`config.mk`:
```
export PLATFORM = sky130hd
export DESIGN_NAME = spi_controller
export DESIGN_NICKNAME = d
export VERILOG_FILES = /design/src/rtl/spi_controller.sv
export SDC_FILE = /design/constraint.sdc
export NUM_CORES = 1
export LEC_CHECK = 0
export ABC_CLOCK_PERIOD_IN_PS = 3300
export CAP_MARGIN = 20
export CORE_MARGIN = 2
export CORE_UTILIZATION = 55
export DETAILED_ROUTE_END_ITERATION = 7
export PLACE_DENSITY = 0.78
export SYNTH_ARGS = -nofsm -noshare
export SYNTH_HDL_FRONTEND = slang
export SYNTH_SLANG_ARGS = --single-unit
export TNS_END_PERCENT = 50
```
`constraint.sdc`:
```
create_clock -name clk -period 3.3 [get_ports clk]
set_input_delay 0.99 -clock clk [delete_from_list [all_inputs] [get_ports clk]]
set_output_delay 0.99 -clock clk [all_outputs]
set_load 0.01 [all_outputs]
```
`src/rtl/spi_controller.sv`:
```
// SPI mode-0 initiator issuing fixed 16-bit {R/W, addr[6:0], data[7:0]} frames, MSB first.
// CIPO is captured full duplex during the data phase and returned on a one-cycle response strobe.
module spi_controller #(
    parameter int HALF_PERIOD = 4,
    parameter int GAP_CYCLES  = 8
) (
    input  logic       clk,
    input  logic       rst_n,
    input  logic       cmd_valid,
    output logic       cmd_ready,
    input  logic       cmd_write,
    input  logic [6:0] cmd_addr,
    input  logic [7:0] cmd_wdata,
    output logic       rsp_valid,
    output logic [7:0] rsp_rdata,
    output logic       nCS,
    output logic       SCLK,
    output logic       COPI,
    input  logic       CIPO
);
    localparam int CNT_MAX = (HALF_PERIOD > GAP_CYCLES) ? HALF_PERIOD : GAP_CYCLES;
    localparam int CNT_W   = (CNT_MAX > 1) ? $clog2(CNT_MAX) : 1;
    localparam logic [CNT_W-1:0] HP_LOAD  = CNT_W'(HALF_PERIOD - 1);
    localparam logic [CNT_W-1:0] GAP_LOAD = CNT_W'(GAP_CYCLES - 1);

    typedef enum logic [2:0] {
        IDLE, SETUP, SHIFT_HI, SHIFT_LO, HOLD, GAP
    } state_t;

    state_t           state;
    logic [CNT_W-1:0] cnt;
    logic [4:0]       bit_idx;
    logic [15:0]      tx_word;
    logic [7:0]       rx_shift;

    assign cmd_ready = (state == IDLE);

    always_ff @(posedge clk or negedge rst_n) begin
        if (!rst_n) begin
            state     <= IDLE;
            cnt       <= '0;
            bit_idx   <= '0;
            tx_word   <= '0;
            rx_shift  <= '0;
            nCS       <= 1'b1;
            SCLK      <= 1'b0;
            COPI      <= 1'b0;
            rsp_valid <= 1'b0;
            rsp_rdata <= 8'h00;
        end else begin
            rsp_valid <= 1'b0;
            case (state)
                IDLE: begin
                    if (cmd_valid) begin
                        tx_word  <= {cmd_write, cmd_addr, cmd_write ? cmd_wdata : 8'h00};
                        nCS      <= 1'b0;
                        SCLK     <= 1'b0;
                        COPI     <= cmd_write;
                        cnt      <= HP_LOAD;
                        bit_idx  <= 5'd15;
                        rx_shift <= 8'h00;
                        state    <= SETUP;
                    end
                end
                // Both end in a rising edge; bit_idx already names the bit going high.
                SETUP, SHIFT_LO: begin
                    if (cnt == '0) begin
                        SCLK  <= 1'b1;
                        cnt   <= HP_LOAD;
                        state <= SHIFT_HI;
                        if (bit_idx <= 5'd7)
                            rx_shift <= {rx_shift[6:0], CIPO};
                    end else begin
                        cnt <= cnt - 1'b1;
                    end
                end
                SHIFT_HI: begin
                    if (cnt == '0) begin
                        SCLK <= 1'b0;
                        cnt  <= HP_LOAD;
                        if (bit_idx == 5'd0) begin
                            state <= HOLD;
                        end else begin
                            COPI    <= tx_word[14];
                            tx_word <= {tx_word[14:0], 1'b0};
                            bit_idx <= bit_idx - 5'd1;
                            state   <= SHIFT_LO;
                        end
                    end else begin
                        cnt <= cnt - 1'b1;
                    end
                end
                HOLD: begin
                    if (cnt == '0) begin
                        nCS       <= 1'b1;
                        COPI      <= 1'b0;
                        rsp_valid <= 1'b1;
                        rsp_rdata <= rx_shift;
                        cnt       <= GAP_LOAD;
                        state     <= GAP;
                    end else begin
                        cnt <= cnt - 1'b1;
                    end
                end
                GAP: begin
                    if (cnt == '0)
                        state <= IDLE;
                    else
                        cnt <= cnt - 1'b1;
                end
                default: state <= IDLE;
            endcase
        end
    end
endmodule

```
# After elaboration in Yosys (flattened, before gate mapping)

Index checks and enable logic that the tools add are counted.
Widths: inputs -> output; s select.

Register bits after elaboration: 46
Bits of input ports: 20
Output and inout port bits: 13

Mux-type cells: 36
Reduce and logical (&&, ||, !) cells: 19
Add/sub/neg operators: 2
Equal/unequal tests: 13
Magnitude comparators: 1

Operators by type and width:

| cell                | number |
|---|---|
| $mux 15             | 3 |
| $mux 8              | 4 |
| $mux 3              | 10 |
| $pmux 15 s2         | 1 |
| $ne 2x2->1 const B  | 8 |
| $pmux 8 s2          | 1 |
| $mux 5              | 3 |
| $pmux 3 s5          | 1 |
| $pmux 3 s4          | 1 |
| $reduce_and 4->1    | 3 |
| $pmux 5 s2          | 1 |
| $reduce_and 5->1    | 2 |
| $mux 1              | 8 |
| $eq 3x2->1 const B  | 2 |
| $eq 3x3->1 const B  | 2 |
| $logic_not 3->1     | 2 |
| $pmux 1 s3          | 2 |
| $reduce_and 3->1    | 2 |
| $reduce_bool 2->1   | 3 |
| $reduce_bool 3->1   | 2 |
| $le 5x3->1 const B  | 1 |
| $logic_not 5->1     | 1 |
| $sub 5x1->5 const B | 1 |
| $reduce_bool 4->1   | 1 |
| other kinds (6)     | 6 |

# Logic depth before layout (Yosys ltp)

Gate-level depths: netlist of run 1.

Depth after elaboration: 4
Depth in mapped cells: 8
Gate-level depth less buffers: 6

# Worst setup path after synthesis of run 1

No wires, ideal clock.

Path type: flip-flop to output port
From: reg state[0]
To: out cmd_ready
Path buffers: 1
Required time: 2.310 ns
Arrival: 1.038 ns
Setup slack: 1.272 ns
Stages on the path, launching flop included: 4
Path through: dfrtp_1 or2_2 clkbuf_1 nor2_1

Cells in the longest elaborated chain, start to end: 1

Ends and longest elaborated chain:

| what                   | RTL line | text |
|---|---|---|
| from (decl)            | 30       | `state_t state;` |
| from (signal assigned) | 40       | `state <= IDLE;` |
| from (signal assigned) | 62       | `state <= SETUP;` |
| from (signal assigned) | 70       | `state <= SHIFT_HI;` |
| $logic_not 3->1        | 36       | `assign cmd_ready = (state == IDLE);` |
| to (decl)              | 10       | `output logic cmd_ready,` |

Every way passes these cells.

# Final worst setup path of run 1

From: reg state[2]
To: out cmd_ready

Same word-level chain as after synthesis.

==> results of run 1 <==
==> cell usage after synthesis (all sizes together), types with 2 or more instances <==
library cell,number
nand2b,3
nand3,11
nor2b,2
buf,7
mux2i,7
o31ai,2
clkbuf,7
nor3b,4
a21oi,37
a31oi,3
ha,4
dfrtp,45
a22oi,8
nor2,10
mux2,8
nand2,6
inv,16
or3,2
a2bb2oi,2
o21ai,16
o32ai,2
nor3,2
==> cell families after synthesis <==
logic type / Yosys count
adder cells (fa/ha/maj): 4
AO/OA/AOI/OAI: 82
buffers and inverters: 30
multiplexers: 15
flip-flops: 46
AND/OR/NAND/NOR: 46
==> layout by cell type (no fill, tap or decap), types with 7 or more instances in the layout <==
cell	count
nor2_1	10
a22oi_1	8
mux2_2	8
o21ai_0	16
clkdlybuf4s50_1	31
nand3_1	11
dfrtp_1	45
mux2i_1	7
a21oi_1	36
inv_1	16
==> worst register-to-register path, stage by stage (launching register included) <==
cell and delay, ps:
dfrtp_1 410, inv_1 150, ha_1 270, nand2b_1 190, nor3_2 650, mux2_2 420
==> cell type report <==
class                           count  area, µm²
Inverter                           16       60.1
Sequential cell                    46       1150
Tap cell                           50       62.6
Multi-Input combinational cell    147        973
Timing Repair Buffer               39        380
Clock inverter                      1       30.0
Fill cell                         337       1230
Clock buffer                        7       86.3
==> flip-flops by register name, indices dropped and copies added, names as in the netlist <==
signal	count
nCS	1
rx_shift	8
state	3
rsp_rdata	8
SCLK	1
COPI	1
tx_word	15
cnt	3
bit_idx	5
rsp_valid	1
==> stage by stage <==
step           total power (µW)  worst slack [ps]
4_1_cts                    2240               544
6_report                   2230               563
3_3_place_gp               1790               701
3_5_place_dp               1810               614
5_1_grt                    2420               497
2_1_floorplan              1600              1270
==> where the power goes <==
group	internal [µW]	switching (µW)
Sequential	746	120
Combinational	401	537
Clock	247	181
==> how the worst max path moves through the flow <==
stage,endpoint,slack [ps],from
finish,cmd_ready,560,state[2]$_DFFE_PN0P_
global route,cmd_ready,500,state[2]$_DFFE_PN0P_
CTS,cmd_ready,540,state[2]$_DFFE_PN0P_
detailed placement,rx_shift[0]$_DFFE_PN0P_,610,cmd_valid
global placement,rx_shift[1]$_DFFE_PN0P_,700,cmd_valid
floorplan,cmd_ready,1270,state[0]$_DFFE_PN0P_
==> routing by layer <==
metal,GRT usage,wire (µm),vias up
li1,-,-,874
met1,0.302,2130,860
met2,0.351,2180,37
met3,0.0477,129,6
met4,0.0650,55,0
met5,0,0,-
==> out/qor.yml, run 1 <==
fin_hold_ws_ps: 512
p_leak_uw: 0.00122
drtPass1Iterations: 4
dieWidth_um: 68.2
required_ps: 2310
yosys.area_share.simple: 0.113
power.density_nw_per_um2: 813
worstMarginPinSlew_ps: 739
grt_pass1_wl_um: 7640
synth_flop_cell: "dfrtp_1"
hold_class: "flip-flop to flip-flop"
synth_fp_nets: 247
rows: 23
dpl.hpwl_um: 3070
io_buffers: 32
drv_slew: 0
die_h_um: 68.2
slowest_delay_ps: 560
final.setup.tns_ps: 0
status: "finished clean"
dp_cells: 297
drcViolationCount: 0
fin_area_um2: 2750
clk_pin_slew_ps: 90
clk_latency_ps: 290
synth-seq-area-share: 0.508
crit_chain: "or2_2 > nor2_1 > clkdlybuf4s50_1"
crit_fanout: 7
cpMaxStageDelayCell: "clkdlybuf4s50_1"
synth.distinct_cells: 47
synth_area_um2: 2270
reg2reg_slack_ps: 1110
grt.total_usage: 0.220
start_util: 0.571
root_buffer: "clkbuf_8"
clkSinkCount: 46
ant_nets: 0
initialDrtViolationCount: 119
ctsHoldBuffers: 0
synth_seq_cells: 46
critical_path.top_delay_family: "buffers and inverters"
grt_max_degree: 47
endpoint_kind: "primary output"
yosys-top-cells-area: "dfrtp_1 (50%), a21oi_1 (7.9%), mux2_2 (4.0%)"
hold_end: "rsp_rdata[1]$_DFFE_PN0P_"
vias: 1777
r2r-end: "rsp_rdata[2]$_DFFE_PN0P_"
maxCapViolations: 0
synth-adder-area-share: 0.0221
syn_inst: 223
timing.rr.start: "cnt[0]$_DFFE_PN0P_"
clk_path_buf_depth: 2
routed_via_density: 5.81
async_reset_ff_frac: 1.00
grt_pass1_vias: 1647
area_delta_synth_final_pct: 21.1
crit_buf_inv: 1
synth_area_per_cell_um2: 10.2
instances_no_fill: 306
cts_inserted_buffers: 5
dieArea_um2: 4650
cts_tree: "yes"
start_kind: "flip-flop"
skew_ps: 11.9
drive_gt1_frac: 0.121
placed_area_um2: 2610
core_um2: 3970
rsz0062_at_grt: "no"
nets: 279
finalWeightedCongestion: 0.772
ir_drop_v: 0.000578
hold_start: "rsp_rdata[1]$_DFFE_PN0P_"
setup_violations: 0
synth_top_family_by_area: "compound AO/OA/AOI/OAI gates"
ios: 33
antenna_found_initial: 0
path_class: "flip-flop to primary output"
fin_util: 0.691
avgRoutedWirePerCell_um: 14.7
post_cts_buffers: 0
htreeDepth: 2
arrival_ps: 1750
synth_area_leader_cell: "dfrtp_1"
fin_crit_sh: 0.829
fin_crit_ps: 2740
final_hold_viol_count: 0
synth_mux_area_frac: 0.0706
synth_xor_area_frac: 0
num_antenna_cells: 0
synth_compound_area_frac: 0.224
yosys.area.top_type_share: 0.497
relSlewSlack: 0.505
cts_resized: 0
synth_edf_count: 0
grt_overflow_total: 0
wirelength_um: 4490
synth_warnings: 0
crit_cells: 3
r2r_cells: 5
holdPathStages: 1
fmax_mhz: 365
Note: power is estimated with default switching activity, not from simulation.
==> run 2, diff against run 1 <==
- ABC_CLOCK_PERIOD_IN_PS: 3300 -> 2600
- CORE_UTILIZATION: 55 -> 54
- PLACE_DENSITY: 0.78 -> 0.76
- clock period: 3.3 -> 2.6 ns (I/O delays scaled with it)
==> run 2 against run 1 <==
  * Clock-buffer cell count decreased by 1
  * Die area increased by 1.7%
  * Clock power decreased by 2%
  * Via count increased by 1.4%
  * Sequential share of layout area increased by 0.44 points
  * Critical path depth unchanged
  * Worst hold slack got worse by 1.7 ps
  * Cell area decreased by 1.0%
  * Clock skew decreased by 3.9 ps
  * First-iteration DRC count increased by 29%
  * Setup slack got worse by 470 ps
  * Critical path type unchanged
==> out/qor.yml, run 2 (same netlist as run 1, synthesis figures left out) <==
status: "finished clean"
avgRoutedWirePerCell_um: 15.1  # +3.2%
clkSinkCount: 46  # unchanged
grt_max_degree: 47  # unchanged
crit_chain: "or2_2 > nor2_2 > clkdlybuf4s50_1"
vias: 1801  # +1.4%
ir_drop_v: 0.000615  # +6.3%
core_um2: 4030  # +1.4%
io_buffers: 32  # unchanged
post_cts_buffers: 0  # unchanged
p_int_uw: 1640  # +18%
setup_violations: 0  # unchanged
cts_tree: "yes"
hold_class: "flip-flop to flip-flop"
cts_inserted_buffers: 5  # unchanged
clk_pin_slew_ps: 80  # about the same
rsz0062_at_grt: "no"
start_util: 0.563  # -0.00816
wirelength_um: 4660  # +3.8%
relSlewSlack: 0.611  # +0.107
pre_cts_ws_ps: 246  # -368 ps
drv_slew: 0  # unchanged
grt_overflow_total: 0  # unchanged
n_fill_cell: 344  # +2.1%
switchingPower_uw: 1080  # +29%
worstMarginPinSlew_ps: 583  # -156 ps
share_seq_of_total_power: 0.405  # +0.017
final_hold_viol_count: 0  # unchanged
area_delta_synth_final_pct: 19.8
setup_ws_ps: 96.3  # -466 ps
crit_fanout: 7  # unchanged
clk_path_buf_depth: 2  # unchanged
layout_commonest_cell: "dfrtp_1"
final.setup.tns_ps: 0  # unchanged
cpMaxStageDelayCell: "clkdlybuf4s50_1"
grt_pass1_vias: 1709  # +3.8%
ant_nets: 0  # unchanged
skew_ps: 8.00  # -3.92 ps
p_leak_uw: 0.00121  # -0.66%
clk_latency_ps: 300  # about the same
largest_register_ff_count: 15  # unchanged
cts_resized: 0  # unchanged
initialDrtViolationCount: 153  # +29%
rows: 23  # unchanged
dieWidth_um: 68.8  # +0.87%
die_h_um: 68.8  # +0.87%
dieArea_um2: 4730  # +1.7%
htreeDepth: 2  # unchanged
maxCapViolations: 0  # unchanged
layout_common_cells: "dfrtp_1 (45), a21oi_1 (36), clkdlybuf4s50_1 (31), inv_1 (16), o21ai_0 (16)"
slowest_delay_ps: 550  # about the same
num_antenna_cells: 0  # unchanged
start_kind: "flip-flop"
endpoint_kind: "primary output"
fin_crit_sh: 0.963
drive_gt1_frac: 0.132  # +0.0107
required_ps: 1820  # -490 ps
drtPass1Iterations: 5  # +1
p_comb_frac: 0.442  # +0.022
routed_via_density: 5.85  # +0.69%
path_class: "flip-flop to primary output"
largestRegisters: "tx_word x15, rsp_rdata x8, rx_shift x8"
regMostFlops: "tx_word"
ios: 33  # unchanged
fmax_mhz: 399
power.density_nw_per_um2: 1000  # +24%
ctsHoldBuffers: 0  # unchanged
antenna_found_initial: 0  # unchanged
grt.total_usage: 0.226  # +0.00628
dpl.hpwl_um: 3110  # +1.2%
drcViolationCount: 0  # unchanged
root_buffer: "clkbuf_8"
finalWeightedCongestion: 0.764  # -1.1%
clock_power_share: 0.153  # -0.039
nets: 281  # +0.72%
arrival_ps: 1720  # -30 ps
fin_crit_ps: 2500
p_sw_frac: 0.398  # +0.0222
grt_pass1_wl_um: 7910  # +3.5%
## run 2: cell types whose count changed in the layout (fill, tap and decap cells not counted), sizes merged
cell / change
bufinv: -1
clkbuf: -1
clkinv: +2
buf: +2
## run 2: area by class of cell
cell class,count,area (µm²),share of cell area
well taps,50,62.6,0.0230
clock inverters,2,10.0,0.00368
inverters,16,60.1,0.0221
flip-flops and latches,46,1150,0.424
multi-input cells,147,976,0.359
repair buffers,41,383,0.141
clock buffers,6,72.6,0.0267
## run 2: per-layer routing
layer | vias up | GRT usage | share of wire
met2 | 43 | 0.375 | 0.50
met1 | 877 | 0.302 | 0.46
met4 | 0 | 0.0588 | 0.0099
met5 | - | 0 | 0
li1 | 876 | - | -
met3 | 5 | 0.0487 | 0.036
## run 2: critical path, delay by kind of cell (launching register included)
kind,cells,cell delay (ps)
DFF,1,380
buffers and inverters,1,550
and+or+nand+nor,2,500
## run 2: power by group through the flow
stage	Combinational (µW)	Clock, µW	Sequential (µW)
3_3_place_gp	1170	0	1110
2_1_floorplan	953	0	1080
4_1_cts	1210	439	1100
6_report	1210	418	1100
3_5_place_dp	1200	0	1110
5_1_grt	1370	467	1140
## run 2: metrics by stage
step           instance area, µm²  std cells  utilization  hold WS (ps)  power, µW
3_3_place_gp                 2630        300        0.653           486       2270
2_1_floorplan                2270        223            -           463       2030
3_5_place_dp                 2630        300        0.653           495       2310
4_1_cts                      2710        308        0.674           515       2750
5_1_grt                      2720        308        0.674           533       2980
6_report                     2720        308        0.674           511       2730
## run 2: worst paths after layout
path,from,endpoint,slack [ps],depth (start not counted)
worst max-delay path,state[2]$_DFFE_PN0P_,cmd_ready,100,3
worst min-delay path,rsp_rdata[1]$_DFFE_PN0P_,rsp_rdata[1]$_DFFE_PN0P_,510,1
worst max register to register,cnt[0]$_DFFE_PN0P_,rx_shift[0]$_DFFE_PN0P_,480,6
worst min register to register,rsp_rdata[1]$_DFFE_PN0P_,rsp_rdata[1]$_DFFE_PN0P_,510,1
max in group asynchronous,rst_n,rsp_valid$_DFF_PN0_,1640,2
min in group asynchronous,rst_n,tx_word[1]$_DFFE_PN0P_,570,2
